--- config.mk ---
export PLATFORM = sky130hd
export DESIGN_NAME = eight_to_three
export DESIGN_NICKNAME = d
export VERILOG_FILES = /design/src/rtl/eight_to_three.sv
export SDC_FILE = /design/constraint.sdc
export NUM_CORES = 1
export LEC_CHECK = 0
export ABC_AREA = 1
export ABC_CLOCK_PERIOD_IN_PS = 800
export CAP_MARGIN = 20
export CORE_AREA = 2 2 39 41
export DETAILED_ROUTE_END_ITERATION = 12
export DIE_AREA = 0 0 41 43
export PLACE_DENSITY_LB_ADDON = 0.3
export SLEW_MARGIN = 20
export SYNTH_ARGS = -nofsm -noshare
export SYNTH_HDL_FRONTEND = slang
export SYNTH_SLANG_ARGS = --single-unit
--- constraint.sdc ---
create_clock -name clk -period 0.8 [get_ports clk]
set_clock_uncertainty 0.2 [all_clocks]
set_input_delay 0.16 -clock clk [delete_from_list [all_inputs] [get_ports clk]]
set_output_delay 0.16 -clock clk [all_outputs]
set_load 0.01 [all_outputs]
--- src/rtl/eight_to_three.sv ---
// Registered 8-to-3 priority encoder with a request-present flag.
// Latency: 1 cycle from sampling in to out/valid(/multi).
// Backpressure: none; a new sample is taken on every clock edge.
//
// Ports:
//   clk    - single clock, all state updates on the rising edge
//   rst_n  - asynchronous active-low reset, clears every output
//   in     - 8-bit request vector, bit i = request i
//   out    - registered index of the winning set bit
//   valid  - registered, 1 when the sampled vector had any bit set
//   multi  - registered, 1 when two or more bits were set
//            (present only when ENCODER_ONEHOT_CHECK_EN is defined)
//
// Parameter MSB_PRIORITY: 1 = highest set bit wins, 0 = lowest set bit wins.
// Optional feature macro: ENCODER_ONEHOT_CHECK_EN.

module eight_to_three #(
    parameter int MSB_PRIORITY = 1
) (
    input  logic       clk,
    input  logic       rst_n,
    input  logic [7:0] in,
    output logic [2:0] out,
    output logic       valid
`ifdef ENCODER_ONEHOT_CHECK_EN
    ,
    output logic       multi
`endif
);

    logic [2:0] out_d;
    logic [2:0] out_q;
    logic       valid_d;
    logic       valid_q;

    // The loop direction decides priority: the last set bit visited wins,
    // so an ascending scan favours the MSB and a descending scan the LSB.
    always_comb begin
        out_d = 3'd0;
        if (MSB_PRIORITY != 0) begin
            for (int i = 0; i < 8; i++) begin
                if (in[i]) begin
                    out_d = 3'(i);
                end
            end
        end else begin
            for (int i = 7; i >= 0; i--) begin
                if (in[i]) begin
                    out_d = 3'(i);
                end
            end
        end
    end

    assign valid_d = |in;

    always_ff @(posedge clk or negedge rst_n) begin
        if (!rst_n) begin
            out_q   <= 3'd0;
            valid_q <= 1'b0;
        end else begin
            out_q   <= out_d;
            valid_q <= valid_d;
        end
    end

    assign out   = out_q;
    assign valid = valid_q;

`ifdef ENCODER_ONEHOT_CHECK_EN
    logic multi_d;
    logic multi_q;

    // Clearing the lowest set bit leaves something only if a second bit was set.
    assign multi_d = |(in & (in - 8'd1));

    always_ff @(posedge clk or negedge rst_n) begin
        if (!rst_n) begin
            multi_q <= 1'b0;
        end else begin
            multi_q <= multi_d;
        end
    end

    assign multi = multi_q;
`endif

endmodule

==> metrics.cfg, run 1 <==
[outcome]
status = finished, violations left
violations = hold timing, setup timing

[power_and_ir_drop]
p_total_mw = 0.5328
irDropWorstVdd_v = 0.0003346
power-per-cell-area_mw_per_mm2 = 1595
p_leak_nw = 0.1707

[cts]
clock-sinks = 4
htree_levels = 1
cts_buffers = 3
worst_setup_hold_path_clk_slew_ns = 0.04
clock_path_buffers = 2
cts_root_buffer = clkbuf_4
cts_tree = yes

[flow_run]
drv_cap = 0

[worst_setup_path]
crit_buf_inv = 1
slowest_stage = dfrtp_1
path_delay_family = flip-flops
crit_type = flip-flop to output pin
setup.worst_path.start = out[1]$_DFF_PN0_
crit_fanout = 1
required_ns = 0.44
crit_path_end = out[1]
path_depth = 1
crit_chain = buf_2
worst_setup_path_end_kind = output pin
worst_path_largest_cell_delay_ns = 0.34
cp.arrival_ns = 0.70
critPathLaunchType = flip-flop

[floorplanning]
rows = 14
core_area_mm2 = 0.001384
die_w_um = 41
dieArea_mm2 = 0.001763
initial_core_util = 0.1284
die_h_um = 43
io_pins = 14

[layout]
antennaDiodeCount = 0
drive_gt1_frac = 0.3659
final_nets = 53
area_growth_pct = 88.03
finalNonFillerCells = 57
fill_cells = 171

[synthesis]
synthCells = 24
yosysUniqueCellTypes = 6
synth_warnings = 0
ys_ff_latch = 4
synthesis.nets = 34
synth.yosys.seq_area_share = 0.5634
synth_largest_area_cell = dfrtp_1
synth_area_um2 = 177.7
synthTopCellsByArea = dfrtp_1 56%, nand2_1 21%, inv_1 13%
synth_top_area_frac = 0.5634
syn_avg_cell_area_um2 = 7.403

[global_routing]
grt_pass1_vias = 168
grt_use_total = 0.05025
antenna_found_initial = 0
grt_overflow_total = 0
top_usage_layer = met4
grt_pass1_wl_um = 538
gr-usage-met2 = 0.06250
grt_max_degree = 5
met3_usage = 0.005236
grtUsageMet1 = 0.04516

[sta]
worst_pin_slew_ns = 0.1726
grt_setup_unrepaired = true
clock.fmax_ghz = 0.9402
finalSetupViolCount = 4
layout_min_cycle_time_ns = 1.064
slew-limit-headroom = 0.8846
fin_tns_setup_ns = -1.047
setup_slack_ns = -0.2636
slew_viol_final = 0
whs_ns = -0.07032
hold_viol = 5
fin_crit_sh = 1.329

[place]
hpwl_um = 301.5
gp_congestion = 0.6725
portBuffers = 13
dp_cells = 54
place_ws_ns = -0.4615

[detailed_routing]
avgViaCountPerCell = 3.228
ant_nets = 0
drt_iter0_markers = 7
num_vias = 184
drc = 0
avgRoutedWirePerCell_um = 6.386
firstDrtPassIters = 2
wl_um = 364

[min_path]
holdCritPathClass = primary input to async pin

cell families after synthesis:
family | synth area share
flip-flops | 0.5634
buffers and inverters | 0.1268
AND/OR/NAND/NOR | 0.3098
cell usage in the layout, fill, tap and decap left out:
master / n
dlygate4sd2_1: 5
nor2_2: 2
nand2_2: 1
clkdlybuf4s50_1: 1
inv_2: 1
clkbuf_4: 3
nand2_1: 9
buf_2: 4
inv_1: 5
clkbuf_2: 2
nor3_2: 1
dfrtp_1: 4
buf_4: 1
clkdlybuf4s15_1: 1
nand3_1: 1
power by group:
group          internal (mW)  switching, mW
clock network          0.167         0.0719
logic                 0.0428         0.0387
registers              0.211        0.00131
total                  0.421          0.112
layer usage:
layer	routed length [um]	share of wire
met5	0	0
met4	0	0
met1	129	0.35
met2	181	0.50
met3	54	0.15
stage by stage:
stage          cell area [um^2]    util
6_report                  334.1  0.2414
5_1_grt                   334.1  0.2414
4_1_cts                   341.6  0.2468
3_5_place_dp              335.3  0.2423
3_3_place_gp              335.3  0.2423
2_1_floorplan             177.7       -
how the worst min path moves through the flow:
stage                     start          endpoint  slack, ns  cells past startpoint
after floorplan           rst_n  out[0]$_DFF_PN0_      -0.34                      0
after global placement    rst_n  out[1]$_DFF_PN0_       0.17                      1
after detailed placement  rst_n  out[1]$_DFF_PN0_       0.17                      1
after CTS                 rst_n  out[2]$_DFF_PN0_      -0.08                      1
after global routing      rst_n  out[2]$_DFF_PN0_      -0.06                      1
final                     rst_n  out[2]$_DFF_PN0_      -0.07                      1
registers in the layout, summed over array words and instances (netlist names):
name / count
valid: 1
out: 3
cell usage after synthesis:
cell type,count
nand2_1,10
inv_1,6
dfrtp_1,4
nor2_1,2
nand3_1,1
nor3_1,1
final cells by class:
type | count | area, um^2 | area share
timing repair buffer | 14 | 101.3 | 0.3034
tap | 16 | 20.02 | 0.05993
clock buffer | 3 | 22.52 | 0.06742
sequential | 4 | 100.1 | 0.2996
inverter | 6 | 22.52 | 0.06742
multi-input combinational | 14 | 67.56 | 0.2022
what timing repair did:
item	CTS	global route
hold endpoints to repair	4	5
setup buffers	0	0
pin swaps	8	1
endpoints found under the setup margin	8	8
resized for setup	31	3
Power figures use the tool's default switching activity.
==> run 2: changes to the inputs <==
--- a/config.mk
+++ b/config.mk
@@ -6,11 +6,11 @@
 export NUM_CORES = 1
 export LEC_CHECK = 0
 export ABC_AREA = 1
-export ABC_CLOCK_PERIOD_IN_PS = 800
 export CAP_MARGIN = 20
 export CORE_AREA = 2 2 39 41
 export DETAILED_ROUTE_END_ITERATION = 12
 export DIE_AREA = 0 0 41 43
+export MAX_ROUTING_LAYER = met4
 export PLACE_DENSITY_LB_ADDON = 0.3
 export SLEW_MARGIN = 20
 export SYNTH_ARGS = -nofsm -noshare
==> constraint.sdc (replaced) <==
create_clock -name clk -period 0.85 [get_ports clk]
set_clock_uncertainty 0.2 [all_clocks]
set_input_delay 0.17 -clock clk [delete_from_list [all_inputs] [get_ports clk]]
set_output_delay 0.17 -clock clk [all_outputs]
set_load 0.01 [all_outputs]
==> run 2 against run 1 <==
Compared with the run above: first-iteration DRC count decreased by 86%; largest power group unchanged; worst hold slack improved by 0.010 ns; worst setup slack gained 0.040 ns; the run still ends with hold timing, setup timing left; die area is the same; via count rose by 0.54%; sequential power fell by 6%; critical path type unchanged; routed wire length is 0.55% lower; total power shrank 5.6%; core utilization rose by 0.27 points; critical path depth unchanged.
==> metrics.cfg, run 2 (synthesized netlist as in run 1, its figures left out) <==
[layout]
antennaDiodeCount = 0  ; unchanged
drive_gt1_frac = 0.3659  ; unchanged
largest_register_ffs = 3  ; unchanged
layout_common_cells = 9 x nand2_1, 6 x dlygate4sd2_1, 4 x inv_1, 4 x dfrtp_1, 4 x buf_2
layout_commonest_cell = nand2_1
final_nets = 53  ; unchanged
final_area_um2 = 337.8  ; +1.1%
area_growth_pct = 90.14

[worst_setup_path]
setup.worst_path.start = out[1]$_DFF_PN0_
critPathLaunchType = flip-flop
crit_buf_inv = 1  ; unchanged
slowest_stage = dfrtp_1
crit_chain = buf_2
worst_setup_path_end_kind = output pin
worst_path_largest_cell_delay_ns = 0.34  ; about the same
path_delay_family = flip-flops
crit_type = flip-flop to output pin
cp.arrival_ns = 0.70  ; about the same
required_ns = 0.48  ; +0.04 ns
crit_fanout = 1  ; unchanged

[power_and_ir_drop]
p_total_mw = 0.5027  ; -5.6%
p_leak_nw = 0.1707  ; about the same
power-per-cell-area_mw_per_mm2 = 1488  ; -6.7%
irDropWorstVdd_v = 0.0003149  ; -5.9%

[global_routing]
antenna_found_initial = 0  ; unchanged
grt_overflow_total = 0  ; unchanged
grt_use_total = 0.05149  ; +0.001242
grt_pass1_vias = 168  ; unchanged
grt_max_degree = 5  ; unchanged
grt_pass1_wl_um = 538  ; unchanged

[flow_run]
drv_cap = 0  ; unchanged

[sta]
hold_viol = 4  ; -1
finalSetupViolCount = 4  ; unchanged
whs_ns = -0.06032  ; +0.01000 ns
fin_tns_setup_ns = -0.8865  ; +0.1600 ns
clock.fmax_ghz = 0.9315
slew_viol_final = 0  ; unchanged
layout_min_cycle_time_ns = 1.074
grt_setup_unrepaired = true
slew-limit-headroom = 0.8846  ; unchanged
fin_crit_sh = 1.263
setup_slack_ns = -0.2236  ; +0.04000 ns
worst_pin_slew_ns = 0.1726  ; unchanged

[detailed_routing]
wl_um = 362  ; -0.55%
drt_iter0_markers = 1  ; -6
drc = 0  ; unchanged
num_vias = 185  ; +0.54%
avgViaCountPerCell = 3.246  ; +0.54%
avgRoutedWirePerCell_um = 6.351  ; -0.55%
firstDrtPassIters = 2  ; unchanged
ant_nets = 0  ; unchanged

[outcome]
violations = hold timing, setup timing
status = finished, violations left

[place]
portBuffers = 13  ; unchanged
gp_congestion = 0.6791  ; +0.98%
hpwl_um = 301.5  ; unchanged
placed_cell_area_um2 = 335.3  ; unchanged

[floorplanning]
io_pins = 14  ; unchanged
initial_core_util = 0.1284  ; unchanged
die_w_um = 41  ; unchanged
rows = 14  ; unchanged
die_h_um = 43  ; unchanged
dieArea_mm2 = 0.001763  ; unchanged
core_area_mm2 = 0.001384  ; unchanged

[cts]
worst_setup_hold_path_clk_slew_ns = 0.04  ; about the same
cts_root_buffer = clkbuf_4
htree_levels = 1  ; unchanged
postCtsSetupBuffers = 0  ; unchanged
clock_path_buffers = 2  ; unchanged
cts_buffers = 3  ; unchanged
clock-sinks = 4  ; unchanged
cts_tree = yes

[min_path]
holdCritPathClass = primary input to async pin

-- run 2: changes by cell type in the layout (fill, tap and decap cells not counted), sizes merged --
cell	delta
clkbuf	-1
dlygate4sd2	+1
-- run 2: final cells by class --
class	instances	area, um^2
multi-input combinational	14	67.56
timing repair buffer	14	105.1
tap	16	20.02
fill	170	1046
inverter	6	22.52
clock buffer	3	22.52
sequential	4	100.1
-- run 2: metal layers --
| metal | up-vias | routed length [um] | track usage |
|---|---|---|---|
| li1 | 103 | - | - |
| met1 | 71 | 127 | 0.04516 |
| met2 | 11 | 179 | 0.06250 |
| met3 | 0 | 56 | 0.005236 |
| met4 | 0 | 0 | 0.1000 |
| met5 | - | 0 | - |
-- run 2: through the flow --
stage	setup WS [ns]	cells	util	hold slack, ns
CTS	-0.2366	57	0.2441	-0.06506
floorplan	0.05682	24	-	-0.3256
global route	-0.2503	57	0.2441	-0.04957
global placement	-0.4246	54	0.2423	0.1819
detailed placement	-0.4215	54	0.2423	0.1819
finish	-0.2236	57	0.2441	-0.06032
-- run 2: power breakdown --
part           internal, mW  total, mW  switching, mW
Sequential            0.199      0.200        0.00124
Clock                 0.157      0.225         0.0677
Combinational        0.0411     0.0780         0.0369
-- run 2: path summary, 6_finish.rpt --
check / cells past startpoint / slack (ns) / endpoint
setup / recovery: 1 / -0.22 / out[1]
hold / removal: 1 / -0.06 / out[2]$_DFF_PN0_
max in group asynchronous: 1 / 0.35 / valid$_DFF_PN0_
min in group clk: 5 / 0.04 / valid$_DFF_PN0_
-- run 2: repair_timing --
item,in CTS,in global routing
pin swaps,7,3
gates resized for setup,27,6
hold endpoints to repair,4,4
endpoints found under the setup margin,8,7
